File: config.mk
export PLATFORM = sky130hd
export DESIGN_NAME = sram_port_arbiter
export DESIGN_NICKNAME = d
export VERILOG_FILES = /design/src/rtl/sram_port_arbiter.sv
export SDC_FILE = /design/constraint.sdc
export NUM_CORES = 1
export LEC_CHECK = 0
export BUFFER_PORTS_ARGS = -buffer_cell sky130_fd_sc_hd__buf_2
export CORE_MARGIN = 4
export CORE_UTILIZATION = 41
export CTS_CLUSTER_DIAMETER = 80
export DETAILED_ROUTE_END_ITERATION = 16
export GPL_TIMING_DRIVEN = 0
export PLACE_DENSITY = 0.77
export SLEW_MARGIN = 0
export SYNTH_ARGS = -nofsm -noshare
export SYNTH_HDL_FRONTEND = slang
export SYNTH_SLANG_ARGS = --single-unit
File: constraint.sdc
create_clock -name clk -period 2.3 [get_ports clk]
set_input_delay 0.345 -clock clk [delete_from_list [all_inputs] [get_ports clk]]
set_output_delay 0.345 -clock clk [all_outputs]
set_load 0.05 [all_outputs]
File: src/rtl/sram_port_arbiter.sv
// ---------------------------------------------------------------------------
// sram_port_arbiter
//
// Purpose:
//   Shares the single-ported (one read + one write address) combined_ram
//   between two requesters. Port 0 is the PUF readout FSM, port 1 is the
//   test-pattern writer / debug access. At most one command is accepted per
//   cycle and is registered onto the RAM ports. Read data is returned to
//   the originating port exactly two cycles after the command is accepted.
//   Arbitration is round-robin. A port may hold ownership across consecutive
//   commands using its lock input; the lock is capped at MAX_BURST grants
//   while the other port is waiting.
//
// Ports:
//   clk, rst                 clock, synchronous active-high reset
//   req0/1, lock0/1          command request, keep-ownership request
//   we0/1                    1 = write, 0 = read
//   addr0/1, wdata0/1        word address, write data
//   wmask0/1                 write mask, a 1 bit is left unchanged in RAM
//   gnt0/1                   command accepted this cycle (combinational)
//   rvalid0/1, rdata0/1      read return, rdata is ram_rdata qualified by rvalid
//   ram_raddr, ram_waddr     registered RAM addresses
//   ram_we, ram_wdata,       registered RAM write controls
//   ram_wmask
//   ram_rdata                RAM read data, one cycle after ram_raddr
// ---------------------------------------------------------------------------
module sram_port_arbiter #(
    parameter int ADDR_W    = 13,
    parameter int DATA_W    = 16,
    parameter int MAX_BURST = 8
) (
    input  logic              clk,
    input  logic              rst,

    input  logic              req0,
    input  logic              lock0,
    input  logic              we0,
    input  logic [ADDR_W-1:0] addr0,
    input  logic [DATA_W-1:0] wdata0,
    input  logic [DATA_W-1:0] wmask0,

    input  logic              req1,
    input  logic              lock1,
    input  logic              we1,
    input  logic [ADDR_W-1:0] addr1,
    input  logic [DATA_W-1:0] wdata1,
    input  logic [DATA_W-1:0] wmask1,

    output logic              gnt0,
    output logic              gnt1,
    output logic              rvalid0,
    output logic              rvalid1,
    output logic [DATA_W-1:0] rdata0,
    output logic [DATA_W-1:0] rdata1,

    output logic [ADDR_W-1:0] ram_raddr,
    output logic [ADDR_W-1:0] ram_waddr,
    output logic              ram_we,
    output logic [DATA_W-1:0] ram_wdata,
    output logic [DATA_W-1:0] ram_wmask,
    input  logic [DATA_W-1:0] ram_rdata
);

    typedef enum logic [1:0] {
        IDLE = 2'd0,
        OWN0 = 2'd1,
        OWN1 = 2'd2
    } state_t;

    localparam logic [15:0] BURST_CAP = 16'(MAX_BURST);

    state_t      state;
    state_t      state_next;
    logic        rr_ptr;
    logic        rr_next;
    logic [15:0] burst_cnt;
    logic [15:0] burst_next;
    logic [15:0] burst_inc;
    logic        rearbitrate;

    logic              accept;
    logic              sel1;
    logic              cmd_we;
    logic [ADDR_W-1:0] cmd_addr;
    logic [DATA_W-1:0] cmd_wdata;
    logic [DATA_W-1:0] cmd_wmask;

    logic ram_we_q;
    logic tag1_valid;
    logic tag1_port;
    logic tag2_valid;
    logic tag2_port;

    // Burst counter increments saturate so a long uncontested lock never wraps.
    assign burst_inc = (burst_cnt == 16'hFFFF) ? burst_cnt : burst_cnt + 16'd1;

    // Arbitration: rr_ptr = 1 means port 1 wins a tie.
    // Releasing ownership falls through to the idle arbitration in the same
    // cycle, so a release never costs a bubble. Every grant leaves rr_ptr
    // pointing at the other port, except a forced hand-over at the burst cap,
    // which points back at the port that was capped.
    always_comb begin
        state_next  = state;
        rr_next     = rr_ptr;
        burst_next  = burst_cnt;
        gnt0        = 1'b0;
        gnt1        = 1'b0;
        rearbitrate = 1'b0;

        case (state)
            IDLE: begin
                rearbitrate = 1'b1;
            end
            OWN0: begin
                if (!req0 || !lock0) begin
                    rearbitrate = 1'b1;
                end else if ((burst_cnt < BURST_CAP) || !req1) begin
                    gnt0       = 1'b1;
                    burst_next = burst_inc;
                    rr_next    = 1'b1;
                end else begin
                    gnt1    = 1'b1;
                    rr_next = 1'b0;
                    if (lock1) begin
                        state_next = OWN1;
                        burst_next = 16'd1;
                    end else begin
                        state_next = IDLE;
                        burst_next = 16'd0;
                    end
                end
            end
            OWN1: begin
                if (!req1 || !lock1) begin
                    rearbitrate = 1'b1;
                end else if ((burst_cnt < BURST_CAP) || !req0) begin
                    gnt1       = 1'b1;
                    burst_next = burst_inc;
                    rr_next    = 1'b0;
                end else begin
                    gnt0    = 1'b1;
                    rr_next = 1'b1;
                    if (lock0) begin
                        state_next = OWN0;
                        burst_next = 16'd1;
                    end else begin
                        state_next = IDLE;
                        burst_next = 16'd0;
                    end
                end
            end
            default: begin
                state_next = IDLE;
                burst_next = 16'd0;
            end
        endcase

        if (rearbitrate) begin
            state_next = IDLE;
            burst_next = 16'd0;
            if (req1 && (!req0 || rr_ptr)) begin
                gnt1    = 1'b1;
                rr_next = 1'b0;
                if (lock1) begin
                    state_next = OWN1;
                    burst_next = 16'd1;
                end
            end else if (req0) begin
                gnt0    = 1'b1;
                rr_next = 1'b1;
                if (lock0) begin
                    state_next = OWN0;
                    burst_next = 16'd1;
                end
            end
        end

        // Nothing is accepted while reset is being sampled.
        if (rst) begin
            gnt0 = 1'b0;
            gnt1 = 1'b0;
        end
    end

    // Arbiter state register.
    always_ff @(posedge clk) begin
        if (rst) begin
            state     <= IDLE;
            rr_ptr    <= 1'b0;
            burst_cnt <= 16'd0;
        end else begin
            state     <= state_next;
            rr_ptr    <= rr_next;
            burst_cnt <= burst_next;
        end
    end

    // Command mux from the granted port.
    assign accept    = gnt0 | gnt1;
    assign sel1      = gnt1;
    assign cmd_we    = sel1 ? we1    : we0;
    assign cmd_addr  = sel1 ? addr1  : addr0;
    assign cmd_wdata = sel1 ? wdata1 : wdata0;
    assign cmd_wmask = sel1 ? wmask1 : wmask0;

    // RAM port registers and read-return tag pipeline.
    // Address/data registers only load on an accept so idle cycles keep the
    // RAM inputs quiet; only the write enable drops back to 0.
    // The tag pipeline is {valid, port}; its second stage lines up with the
    // cycle in which ram_rdata carries the addressed word.
    always_ff @(posedge clk) begin
        if (rst) begin
            ram_we_q   <= 1'b0;
            ram_raddr  <= '0;
            ram_waddr  <= '0;
            ram_wdata  <= '0;
            ram_wmask  <= '0;
            tag1_valid <= 1'b0;
            tag1_port  <= 1'b0;
            tag2_valid <= 1'b0;
            tag2_port  <= 1'b0;
        end else begin
            ram_we_q   <= accept && cmd_we;
            tag1_valid <= accept && !cmd_we;
            tag1_port  <= sel1;
            tag2_valid <= tag1_valid;
            tag2_port  <= tag1_port;
            if (accept) begin
                ram_raddr <= cmd_addr;
                ram_waddr <= cmd_addr;
                ram_wdata <= cmd_wdata;
                ram_wmask <= cmd_wmask;
            end
        end
    end

    // A write that is registered but not yet committed when reset is sampled
    // must not reach the RAM, so the enable is masked by rst.
    assign ram_we = ram_we_q && !rst;

    assign rvalid0 = tag2_valid && !tag2_port;
    assign rvalid1 = tag2_valid &&  tag2_port;
    assign rdata0  = ram_rdata;
    assign rdata1  = ram_rdata;

endmodule

After elaboration in Yosys (flattened, before gate mapping)
Index checks and enable logic that the tools add are counted.

Register bits: 69. Input bits: 114. Output and inout port bits: 95.

Add/sub/neg operators: 1. Mux-type cells: 51. Bitwise operators: 1. Reductions and logical operators: 21. $lt $le $gt $ge: 1. Equality and inequality tests: 8.

Operator list (count): 16-bit 2-to-1 mux (10); 16-bit one-hot mux with 3 select lines (1); 1-bit 2-to-1 mux (27); 16-bit by 1-bit adder with 16-bit output, second input constant (1); 16-bit equality test, second input constant (1); 16-bit by 4-bit < comparator with 1-bit output, second input constant (1); 2-bit 2-to-1 mux (7); 13-bit 2-to-1 mux (1); 3-bit != test, second input constant (4); 1-bit logical NOT (7); 1-bit logical AND (6); 1-bit one-hot mux with 2 select lines (3); 2-bit one-hot mux with 3 select lines (1); 1-bit logical OR (5); 5-bit AND reduction (1); 1-bit one-hot mux with 3 select lines (1); 3-bit AND reduction (1); 2-bit by 1-bit equality test with 1-bit output, second input constant (1); 2-bit equality test, second input constant (1); 2-bit logical NOT (1); 2-bit != test, second input constant (1); 1-bit bitwise OR (1).

Longest topological paths before layout
Depth in word-level cells: 11. Gate-level depth with buffers: 10. Mapped depth without buffers: 8.

Worst setup path after synthesis
No wires, ideal clock.

Path kind: reg-to-output. Start point: register state[1]. End point: output gnt0. Stages on the path, launching flop included: 11. Buffers on the path: 2. Slack: -475 ps. Data required time: 1955 ps. Arrival: 2430 ps. Path through: dfxtp_1 > inv_1 > ha_1 > a21bo_1 > a311oi_2 > o21a_1 > o31a_1 > buf_6 > buf_6 > inv_2 > nor2_1.

Longest elaborated chain between the ends: 6. Elaborated cells between the ends (all ways): 9. Those cells by class: 2 x eq/ne; 6 x mux; 1 x reduce/logical.

RTL lines: start, declared (line 72) `state_t state;`; start signal, assigned (line 192) `state <= state_next;`; 2-bit equality test or 2-bit by 1-bit equality test with 1-bit output (tied branches) (line 110) `case (state)`; 1-bit one-hot mux with 2 select lines (line 110); 1-bit 2-to-1 mux (line 168) `end else if (req0) begin`; 1-bit 2-to-1 mux (line 161) `if (req1 && (!req0 || rr_ptr)) begin`; 1-bit 2-to-1 mux * (line 158) `if (rearbitrate) begin`; 1-bit 2-to-1 mux * (line 179) `if (rst) begin`; end, declared (line 49) `output logic gnt0,`.

Mark *: on every way between the ends. The rest lies on a longest branch, timed or not.

Worst setup path after layout
Start point: register burst_cnt[10]. End point: output gnt0.

Longest elaborated chain between the ends: 9. Elaborated cells between the ends (all ways): 12. Those cells by class: 1 x order compare; 9 x mux; 2 x reduce/logical.

RTL lines: start, declared (line 76) `logic [15:0] burst_cnt;`; start signal, assigned (line 194) `burst_cnt <= burst_next;`; 16-bit by 4-bit < comparator with 1-bit output * (line 117, 136); 1-bit logical OR (on tied branches) (line 136, 117); 1-bit 2-to-1 mux (on tied branches) (line 136, 117); 1-bit 2-to-1 mux (on tied branches) (line 134, 115); 1-bit one-hot mux with 2 select lines * (line 110); 1-bit 2-to-1 mux (line 168); 1-bit 2-to-1 mux (line 161); 1-bit 2-to-1 mux * (line 158); 1-bit 2-to-1 mux * (line 179).

Marked as above.

==> reports/qor.json <==
{
  "outcome": "finished, violations left",
  "failed_checks": "setup timing",
  "tritoncts": "done",
  "num_vias": 4151,
  "clock_power_share": 0.253,
  "power_density_mw_per_mm2": 672,
  "asyncSetResetFlopFracSynth": 0,
  "drc_violation_total_after_the_first_tritonroute_iteration": 311,
  "register_area_share_after_synthesis": 0.351,
  "synth_top_area_frac": 0.351,
  "layout.filler_cells": 772,
  "maximum_achievable_frequency_mhz": 379,
  "total_global_route_track_usage": 0.213,
  "layout.area.seq_sq_mm": 0.00140,
  "boundaryPins": 209,
  "finalWeightedCongestion": 0.926,
  "switching_share": 0.398,
  "syn2layout_area_growth_pct": 47.8,
  "synth.top_cells.by_count": "sky130_fd_sc_hd__dfxtp_1, sky130_fd_sc_hd__mux2i_1, sky130_fd_sc_hd__buf_4, sky130_fd_sc_hd__nor2_1, sky130_fd_sc_hd__a211oi_1",
  "preCtsSetupSlack_ns": -0.381,
  "die_area_sq_mm": 0.0112,
  "rsz0062_at_grt": "true",
  "finish.utilization": 0.626,
  "cp.required_ns": 1.96,
  "hold_class": "input pin to flop",
  "grt_pass1_wl_microns": 19300,
  "core_area_sq_mm": 0.00928,
  "portBuffers": 191,
  "xor_and_xnor_area_share_after_synthesis": 0.00223,
  "share_of_synthesized_area_spent_on_multiplexers": 0.123,
  "fin_crit_sh": 1.15,
  "synth_top_cells_by_area": "sky130_fd_sc_hd__dfxtp_1, sky130_fd_sc_hd__mux2i_1, sky130_fd_sc_hd__buf_4, sky130_fd_sc_hd__a211oi_1, sky130_fd_sc_hd__o2bb2ai_1",
  "start_util": 0.423,
  "area_used_by_multi_input_combinational_logic_sq_mm": 0.00227,
  "fin_worst_hold_slack_ns": 0.183,
  "synth_top_flop_cell": "sky130_fd_sc_hd__dfxtp_1",
  "report.final.setup_viol": 19,
  "clk-insertion-delay-late_ns": 0.36,
  "synth_edf_count": 0,
  "clk_pin_slew_ns": 0.08,
  "postSynthAreaPerCell_sq_um": 9.08,
  "tightest_slew_ns": 0.612,
  "synthesis.nets": 552,
  "detailed_place_hpwl_microns": 9270,
  "chipWidth_microns": 106,
  "post_drt_via_cell_ratio": 5.27,
  "synth_top_family_by_area": "compound AO/OA/AOI/OAI gates",
  "grt_pass1_vias": 4097,
  "design.final.nets": 773,
  "tritoncts.num_buffers": 9,
  "routed_wire_length_per_instance_microns": 16.3,
  "post-synth-top-count-cell": "sky130_fd_sc_hd__dfxtp_1",
  "h_tree_level_count": 3,
  "critPathLaunchType": "flop",
  "post_synth_instance_area_sq_mm": 0.00393,
  "clock_sinks": 69,
  "synth_largest_area_cell": "sky130_fd_sc_hd__dfxtp_1",
  "share_seq_of_total_power": 0.352,
  "critPathMaxFanout": 5,
  "rows": 35,
  "fin_skew_ns": 0.0112,
  "fraction_of_final_layout_cells_with_drive_strength_greater_than_1": 0.533,
  "postRouteAntennaNets": 0,
  "max_stage_delay_ns": 0.37,
  "postLayoutSetupSlackWorst_ns": -0.341,
  "worst_slew_margin_rel": 0.592,
  "cap_viol_max_count": 0,
  "synth.ff_latch_count": 69,
  "synth-adder-area-share": 0.0159,
  "p_comb_frac": 0.395,
  "power_report.internal_total_mw": 2.35,
  "synth_simple_gate_area_frac": 0.180,
  "cts-root-to-sink-buffers": 2,
  "crit_chain": "nor4_4, a41oi_2, and3_4, o31a_1, buf_6, buf_12, inv_8, nor2_4, buf_8",
  "antenna_cell_count": 0,
  "finalWorstPathRequiredPeriod_ns": 2.64,
  "synth.yosys.warnings": 0,
  "cp_data_arrival_time_ns": 2.30,
  "sum_of_overflow_across_all_layers_after_global_routing": 0,
  "grt_antenna_before_repair": 0,
  "leakagePower_nw": 2.67,
  "crit_slowest_cell": "sky130_fd_sc_hd__dfxtp_4",
  "maxSlewViolCount": 0,
  "detail_route.drc_violations": 0,
  "vdd_ir_drop_max_mv": 0.537,
  "cts_hold_buf": 0,
  "die_height_microns": 106,
  "worstSetupPathType": "flop to output pin",
  "post_synth_inst_count": 433,
  "p_sw_mw": 1.55,
  "maximum_number_of_pins_on_one_net_before_global_route_repair": 13,
  "hold_violations": 0,
  "post_synth_num_cell_types": 58,
  "detail_route.wirelength_microns": 12800,
  "synth_compound_area_frac": 0.193,
  "clk_root_buffer_cell": "sky130_fd_sc_hd__clkbuf_8",
  "critical_path.endpoint_type": "output pin",
  "detailedRoute.firstPassIterationCount": 5
}
logic make-up (layout without fill, tap and decap cells):
family,after synthesis,after routing
mux,48,48
simple gates,126,126
xor+xnor,1,1
compound gates,103,103
flops,69,69
fa+ha+maj,5,5
buf+inv,81,306
placed cells by master (no fill, tap or decap), drive strengths merged, types with 5 or more instances in the layout:
master   synthesis  layout
nand2           21      21
a211oi          26      26
nand4            6       6
nand3           11      11
and3             6       6
dfxtp           69      69
ha               5       5
mux2i           47      47
buf             64     270
o2bb2ai         22      22
nor3            14      14
nor2b            5       5
clkbuf           8      21
inv              9       9
nor2            41      41
a31oi            6       6
o21ai           12      12
a21oi           13      13
power by group through the flow:
| stage | registers [mW] | logic [mW] | clock network, mW |
|---|---|---|---|
| finish | 1.38 | 1.54 | 0.987 |
| detailed placement | 1.40 | 1.37 | 0 |
| CTS | 1.37 | 1.43 | 0.993 |
| floorplan | 1.73 | 0.705 | 0 |
| global placement | 1.40 | 1.36 | 0 |
| global route | 1.39 | 1.62 | 1.04 |
worst max-delay path: cells and delay by family, from the launching register on:
family / cells / cell delay [ns]
AND/OR/NAND/NOR: 3 / 0.57
flip-flops: 1 / 0.37
AO/OA/AOI/OAI: 2 / 0.52
buffers and inverters: 4 / 0.47
timing repair:
action / in CTS / in global routing
setup buffers: 14 / 6
pin swaps: 13 / 8
cloned: 0 / 2
setup endpoints to repair: 56 / 61
resized for setup: 35 / 55
per-layer routing:
layer / share of wire / track usage / routed length [microns]
met1: 0.38 / 0.238 / 4900
met2: 0.51 / 0.383 / 6610
met3: 0.073 / 0.0443 / 935
met4: 0.031 / 0.105 / 401
met5: 0 / 0 / 0
per-stage QoR:
stage | std cells | setup TNS, ns | power, mW | instance area [sq um]
finish | 787 | -0.812 | 3.90 | 5810
global route | 787 | -2.78 | 4.05 | 5810
CTS | 779 | -4.13 | 3.79 | 5510
detailed placement | 753 | -4.98 | 2.77 | 5090
global placement | 753 | -3.03 | 2.75 | 5090
floorplan | 433 | -0.0595 | 2.43 | 3980
sequential cells by signal, indices dropped and copies added (netlist names), 2 cells and up:
name / flops
burst_cnt: 16
ram_wdata: 16
ram_wmask: 16
ram_waddr: 13
state: 2
final cells by class:
class	instances	area share
repair buffers	212	0.203
well taps	129	0.0278
inverters	9	0.00797
multi-input cells	283	0.390
clock inverters	6	0.0112
flip-flops and latches	69	0.241
plain buffers	70	0.0974
clock buffers	9	0.0213
worst paths after layout:
kind / slack (ns) / depth (start not counted) / endpoint / startpoint
max: -0.34 / 9 / gnt0 / burst_cnt[10]$_SDFFE_PP0P_
max reg2reg: -0.03 / 8 / ram_wdata[13]$_SDFFE_PP0P_ / burst_cnt[10]$_SDFFE_PP0P_
min: 0.18 / 2 / ram_wdata[12]$_SDFFE_PP0P_ / wdata1[12]
min reg2reg: 0.44 / 1 / tag2_port$_SDFF_PP0_ / tag1_port$_SDFF_PP0_
Note: power is estimated with default switching activity, not from simulation.
